===== src/rtl/ecap5_dproc_pkg.sv =====
// Shared types and constants for the decode/execute pipeline stage.
package ecap5_dproc_pkg;

  localparam int unsigned PERF_CNT_WIDTH = 32;

  // Stage occupancy, encoded as {skid_valid, main_valid}.
  typedef enum logic [1:0] {
    EMPTY = 2'b00,
    ONE   = 2'b01,
    FULL  = 2'b11
  } occ_state_e;

endpackage


===== src/rtl/pipe_stage_sat_counter.sv =====
// Enable-driven saturating up-counter; sticks at all-ones.
module sat_counter #(
  parameter int unsigned WIDTH = 32
) (
  input  logic             clk_i,
  input  logic             rst_i,
  input  logic             en_i,
  output logic [WIDTH-1:0] count_o
);

  logic [WIDTH-1:0] count_q;
  logic [WIDTH-1:0] count_d;

  // Next count: increment when enabled unless already saturated.
  always_comb begin
    count_d = count_q;
    if (en_i && (count_q != {WIDTH{1'b1}})) begin
      count_d = count_q + WIDTH'(1);
    end
  end

  // Count register.
  always_ff @(posedge clk_i or negedge rst_i) begin
    if (!rst_i) begin
      count_q <= '0;
    end else begin
      count_q <= count_d;
    end
  end

  assign count_o = count_q;

endmodule


===== src/rtl/pipe_stage.sv =====
// Decode->execute stage register: valid/ready handshake with a two-slot
// (main + skid) buffer so input_ready_o comes straight from state flops.
// Hazard stall presents a bubble downstream; hazard discard flushes the stage.
// Optional performance counters enabled by defining PIPE_STAGE_PERF_EN.
module pipe_stage
  import ecap5_dproc_pkg::*;
#(
  parameter int unsigned DATA_WIDTH = 32
) (
  input  logic                      clk_i,
  input  logic                      rst_i,
  input  logic                      input_valid_i,
  output logic                      input_ready_o,
  input  logic [DATA_WIDTH-1:0]     input_data_i,
  output logic                      output_valid_o,
  input  logic                      output_ready_i,
  output logic [DATA_WIDTH-1:0]     output_data_o,
  input  logic                      stall_request_i,
  input  logic                      discard_request_i,
  output logic [PERF_CNT_WIDTH-1:0] stall_cycles_o,
  output logic [PERF_CNT_WIDTH-1:0] discard_count_o
);

  occ_state_e            state_q;
  occ_state_e            state_d;
  logic [DATA_WIDTH-1:0] main_q;
  logic [DATA_WIDTH-1:0] main_d;
  logic [DATA_WIDTH-1:0] skid_q;
  logic [DATA_WIDTH-1:0] skid_d;
  logic                  main_valid;
  logic                  skid_valid;
  logic                  in_xfer;
  logic                  out_xfer;

  assign main_valid = (state_q != EMPTY);
  assign skid_valid = (state_q == FULL);

  // Ready depends only on the registered occupancy.
  assign input_ready_o  = !skid_valid;
  assign in_xfer        = input_valid_i && input_ready_o && !discard_request_i;
  assign output_valid_o = main_valid && !stall_request_i && !discard_request_i;
  assign output_data_o  = main_q;
  assign out_xfer       = output_valid_o && output_ready_i;

  // Next occupancy and data; main always holds the older payload.
  always_comb begin
    state_d = state_q;
    main_d  = main_q;
    skid_d  = skid_q;
    if (discard_request_i) begin
      state_d = EMPTY;
    end else begin
      unique case (state_q)
        EMPTY: begin
          if (in_xfer) begin
            state_d = ONE;
            main_d  = input_data_i;
          end
        end
        ONE: begin
          if (out_xfer && in_xfer) begin
            main_d = input_data_i;
          end else if (out_xfer) begin
            state_d = EMPTY;
          end else if (in_xfer) begin
            state_d = FULL;
            skid_d  = input_data_i;
          end
        end
        FULL: begin
          if (out_xfer) begin
            state_d = ONE;
            main_d  = skid_q;
          end
        end
        default: begin
          state_d = EMPTY;
        end
      endcase
    end
  end

  // State and payload registers.
  always_ff @(posedge clk_i or negedge rst_i) begin
    if (!rst_i) begin
      state_q <= EMPTY;
      main_q  <= '0;
      skid_q  <= '0;
    end else begin
      state_q <= state_d;
      main_q  <= main_d;
      skid_q  <= skid_d;
    end
  end

`ifdef PIPE_STAGE_PERF_EN
  logic stall_cnt_en;
  logic discard_cnt_en;

  assign stall_cnt_en   = stall_request_i && main_valid && !discard_request_i;
  assign discard_cnt_en = discard_request_i && (main_valid || input_valid_i);

  sat_counter #(
    .WIDTH (PERF_CNT_WIDTH)
  ) u_stall_cnt (
    .clk_i   (clk_i),
    .rst_i   (rst_i),
    .en_i    (stall_cnt_en),
    .count_o (stall_cycles_o)
  );

  sat_counter #(
    .WIDTH (PERF_CNT_WIDTH)
  ) u_discard_cnt (
    .clk_i   (clk_i),
    .rst_i   (rst_i),
    .en_i    (discard_cnt_en),
    .count_o (discard_count_o)
  );
`else
  assign stall_cycles_o  = '0;
  assign discard_count_o = '0;
`endif

endmodule

===== config.mk =====
export PLATFORM = sky130hd
export DESIGN_NAME = pipe_stage
export DESIGN_NICKNAME = d
export VERILOG_FILES = /design/src/rtl/ecap5_dproc_pkg.sv /design/src/rtl/pipe_stage_sat_counter.sv /design/src/rtl/pipe_stage.sv
export SDC_FILE = /design/constraint.sdc
export NUM_CORES = 1
export LEC_CHECK = 0
export BUFFER_PORTS_ARGS = -buffer_cell sky130_fd_sc_hd__buf_2
export CELL_PAD_IN_SITES_DETAIL_PLACEMENT = 1
export CELL_PAD_IN_SITES_GLOBAL_PLACEMENT = 1
export CORE_MARGIN = 2
export CORE_UTILIZATION = 25
export DETAILED_ROUTE_END_ITERATION = 12
export PLACE_DENSITY_LB_ADDON = 0.15
export SLEW_MARGIN = 20
export SYNTH_ARGS = -nofsm -noshare
export SYNTH_HDL_FRONTEND = slang
export SYNTH_SLANG_ARGS = --single-unit

===== constraint.sdc =====
create_clock -name clk_i -period 5.65 [get_ports clk_i]
set_input_delay 0.2825 -clock clk_i [delete_from_list [all_inputs] [get_ports clk_i]]
set_output_delay 0.2825 -clock clk_i [all_outputs]
set_load 0.01 [all_outputs]

; Yosys cells after proc, flatten, opt, wreduce, memory -nomap -nowiden
; Cells that the tools add are included.
[totals]
out_inout_bits = 98
word_cells = 41
regBits = 66
[classes]
bitwise = 3
eq_ne = 9
n_reduce_logical = 15
muxes = 11
[ops]
columns = cell, n
row1 = two-way mux 32 bit, 3
row2 = one-hot mux 32 bit (3 select lines), 1
row3 = two-way mux 2 bit, 6
row4 = AND reduction 5 bit, 2
row5 = logical AND 1 bit, 6
row6 = != test 3 bit (second input constant), 2
row7 = one-hot mux 2 bit (3 select lines), 1
row8 = != test 2 bit (second input constant), 2
row9 = != test 4 bit (second input constant), 1
row10 = AND reduction 4 bit, 1
row11 = logical NOT 1 bit, 3
row12 = != test 3 x 2 -> 1 bit (second input constant), 1
row13 = NOT 1 bit, 3
row14 = nonzero test 3 bit, 1
row15 = equality test 2 x 1 -> 1 bit (second input constant), 1
row16 = equality test 2 bit (second input constant), 1
row17 = logical NOT 2 bit, 1
row18 = != test 2 x 1 -> 1 bit (second input constant), 1
row19 = nonzero test 2 bit, 1

; Depth between registers and ports, before layout
[logic_depth]
ltp_word = 9
ltp_mapped = 8

; Worst setup path after synthesis
; No wires, ideal clock.
[synth_timing]
path_kind = register to register
start = reg state_q[0]
end = reg skid_q[0]
arrival_ns = 1.877
path_slack_ns = 3.648
period_less_slack_ns = 2.002
setup_ns = 0.125
stages_incl_launch_ff = 9
cell_sequence = dfrtp_1 > inv_1 > ha_1 > nor4b_1 > nand2b_4 > or4_1 > buf_2 > buf_6 > mux2_4
[synth_via]
elab_chain_len = 7
[synth_lines]
columns = element, line_no
row1 = "start, declared", pipe_stage.sv:24  ; occ_state_e state_q;
row2 = "start signal, assigned", pipe_stage.sv:90  ; state_q <= state_d;
row3 = equality test 2 bit / nonzero test 2 bit (equally long branches), "pipe_stage.sv:36, pipe_stage.sv:35"
row4 = logical NOT 1 bit / logical AND 1 bit (equally long branches), "pipe_stage.sv:39, pipe_stage.sv:41"
row5 = "logical AND 1 bit, on equally long branches", "pipe_stage.sv:40, pipe_stage.sv:41"
row6 = "logical AND 1 bit, on equally long branches", "pipe_stage.sv:40, pipe_stage.sv:43"
row7 = logical AND 1 bit, pipe_stage.sv:61  ; if (out_xfer && in_xfer) begin
row8 = NOT 1 bit (no line), --
row9 = AND reduction 5 bit (no line) (*), --
row10 = "end signal, assigned", pipe_stage.sv:92  ; skid_q <= skid_d;
row11 = "end, declared", pipe_stage.sv:28  ; logic [DATA_WIDTH-1:0] skid_q;
; Every way passes the cells marked *; elsewhere a longest branch is shown, timed or not.
; A chain may end at the register's enable or synchronous reset.

; Final worst setup path
[layout_timing]
start = reg state_q[0]
end = reg skid_q[30]
; Same word-level chain as after synthesis.

==> impl_results.md <==
* Outcome: finished clean
* Post-Syn Area at between 3000 and 4000 sq um
* Largest net degree at the start of global routing at 67
* Slew HR at approximately 28%
* Final Routed Wirelength at around 7300 um
* Vias in the first global route at around 2100
* Clk sink count at 66
* Combinational Power Share at between 30% and 40%
* Via/cell ratio at a little under 4
* Clk slew on worst S/H paths at roughly 50 ps
* Initial Util at around 26%
* CTS max path bufs at 2
* DP HPWL at ~5000 um
* Avg Cell Area, Syn at 13.5 sq um
* Root Buffer: clkbuf_16
* Final Critical Period at roughly 2800 ps
* DRC errors left at 0
* Area of the multi-input gates at roughly 1700 sq um
* Internal Power at about 1.5 mW
* RSZ-0062 raised after global routing: no
* CP Launch Type: register
* Yosys warning count at 0
* Post-CTS setup buffers at 0
* DR WL/cell at approximately 14 um
* Most frequent cells in the layout: buf_2, mux2_2, dfrtp_1, conb_1, mux2_4
* Reg-to-reg slack, setup at roughly 2800 ps
* First DRT Iteration DRCs at 76
* Final Slew Violations at 0
* MaxCap Viol Count at 0
* Area growth from synthesis to layout at 16.1%
* Cells after Synth at approximately 270
* P_sw at roughly 0.63 mW
* Ant. Diodes at 0
* Final Cell Area at roughly 4200 sq um
* Net Sw Frac at 30.2%
* Ports at between 100 and 150
* Number of fill cells in the layout at roughly 1500
* Worst Tran Pin Value at around 1100 ps
* Leak Pwr at between 2 and 2.5 nW
* Via Count at roughly 2000
* Max Freq at about 0.35 GHz
* DIE AREA at 15500 sq um
* Layout cells sized above 1 at between 50% and 60%
* Sequential Area at between 1500 and 2000 sq um
* Commonest non-fill, non-tap cell in the layout: buf_2
* Worst Setup Path Type: register to register
* PwrDens at about 500 nW/um^2
* Reg power frac at around 40%
* Final nets at ~380
* Clock Power Share at 24.3%
* Final setup vio count at 0
* Post-synth cell types at 28
* Hold WC Path Type: primary input to async pin
* Critical-path maximum fanout at 32
* Hold_buf cts at 0
* Global route overflow at 0
* Clk_lat worst skew at roughly 330 ps
* CORE AREA at 14000 sq um
* Hold Vio Cnt, Final at 0
* ANT nets after route at 0
* Final cycle utilization of the critical path at 50.1%
* Placer Congestion at 0.627
* CP required at 5860 ps
* Cell Area, Placed at a little under 4000 sq um
* Cell Rows at between 40 and 50
* CTS Buf Count at 9
* WP data arrival at between 3000 and 4000 ps
* Port buffer count at between 70 and 80
* Peak supply drop at between 0.15 and 0.2 mV
* First-pass GRT wire length at 11900 um
* Initial antenna violation count at 1
* Die Span X at 124 um
* Die H at about 120 um
* Endpoint class of the critical path: register
* Setup_tns at 0 ps
* H-tree levels at 3
* Sequential-to-total area share from yosys stat at roughly 46%
* Drt pass-1 iters at 3
* CTS tree: built
* Layout Skew at around 6.4 ps
* PostCTS Resize Cnt at 0
* GRT Overall Usage at 9.90%
* Post-synthesis register bit count at 66
## worst max-delay path: stages, from the launching register on
cell and delay (ps):
dfrtp_1 380, inv_1 90, ha_1 270, nor4b_1 460
nand2b_4 250, or4_2 840, mux2_2 420
## Yosys cell counts, drive strengths merged
library cell	number	share of area [%]
mux2	96	33
buf	71	15
dfrtp	66	46
inv	5	0.52
clkbuf	4	0.41
ha	4	1.4
a211o	2	0.48
nand2	2	0.21
nand2b	2	0.55
nor2	2	0.21
a31o	1	0.24
a31oi	1	0.17
and3b	1	0.24
conb	1	0.10
mux2i	1	0.28
nand4	1	0.17
nand4b	1	0.24
nor2b	1	0.17
nor3	1	0.14
nor3b	1	0.21
nor4b	1	0.24
o2111ai	1	0.41
o21ai	1	0.14
or4	1	0.21
## path summary, 6_finish.rpt
check,startpoint,endpoint,cells after the start
worst min register to register,output_data_o[0]$_DFFE_PN0P_,output_data_o[0]$_DFFE_PN0P_,1
worst min-delay path,rst_i,output_data_o[28]$_DFFE_PN0P_,2
min in group clk_i,input_data_i[9],skid_q[9]$_DFFE_PN0P_,2
worst max-delay path,state_q[0]$_DFFE_PN0P_,skid_q[30]$_DFFE_PN0P_,6
worst max register to register,state_q[0]$_DFFE_PN0P_,skid_q[30]$_DFFE_PN0P_,6
max in group asynchronous,rst_i,output_data_o[5]$_DFFE_PN0P_,2
## power by group through the flow
stage | combinational (mW) | sequential (mW) | clock [mW]
after floorplan | 0.506 | 0.871 | 0
after global placement | 0.739 | 0.830 | 0
after detailed placement | 0.770 | 0.833 | 0
after CTS | 0.774 | 0.830 | 0.531
after global routing | 0.824 | 0.861 | 0.556
final | 0.756 | 0.828 | 0.507
## final cells by class
cell class                 count  share of cell area [%]
timing repair buffer          73                    9.28
clock buffer                  13                    5.95
sequential                    66                    39.3
clock inverter                 3                   0.357
multi-input combinational    185                    39.4
inverter                       5                   0.446
tap                          180                    5.35
## flip-flops by register name, summed over array words and instances (netlist names)
register       cells
output_data_o     32
skid_q            32
state_q            2
## logic make-up after synthesis
group,count (synthesis),share of synthesized area (%)
DFF,66,45.6
and+or+nand+nor,14,2.59
muxes,97,33.2
other,1,0.103
AOI/OAI and AO/OA,6,1.45
buffers and inverters,80,15.7
adders and majority gates,4,1.38
## per-stage QoR
| step | power (mW) | setup WS (ps) | utilization [%] | hold slack (ps) | std cells |
|---|---|---|---|---|---|
| floorplan | 1.38 | 3650 | - | -13.1 | 331 |
| global placement | 1.57 | 2880 | 27.9 | 484 | 508 |
| detailed placement | 1.60 | 2810 | 28.1 | 490 | 509 |
| CTS | 2.13 | 2790 | 30.0 | 175 | 525 |
| global route | 2.24 | 2600 | 30.0 | 176 | 525 |
| finish | 2.09 | 2820 | 30.0 | 141 | 525 |
## layer usage
metal / vias to the layer above / part of all wire [%] / GRT usage [%]
li1: 943 / - / -
met1: 1011 / 44 / 12.2
met2: 85 / 48 / 15.2
met3: 8 / 7.0 / 4.60
met4: 0 / 1.5 / 3.57
met5: - / 0 / 0
Power figures use the tool's default switching activity.
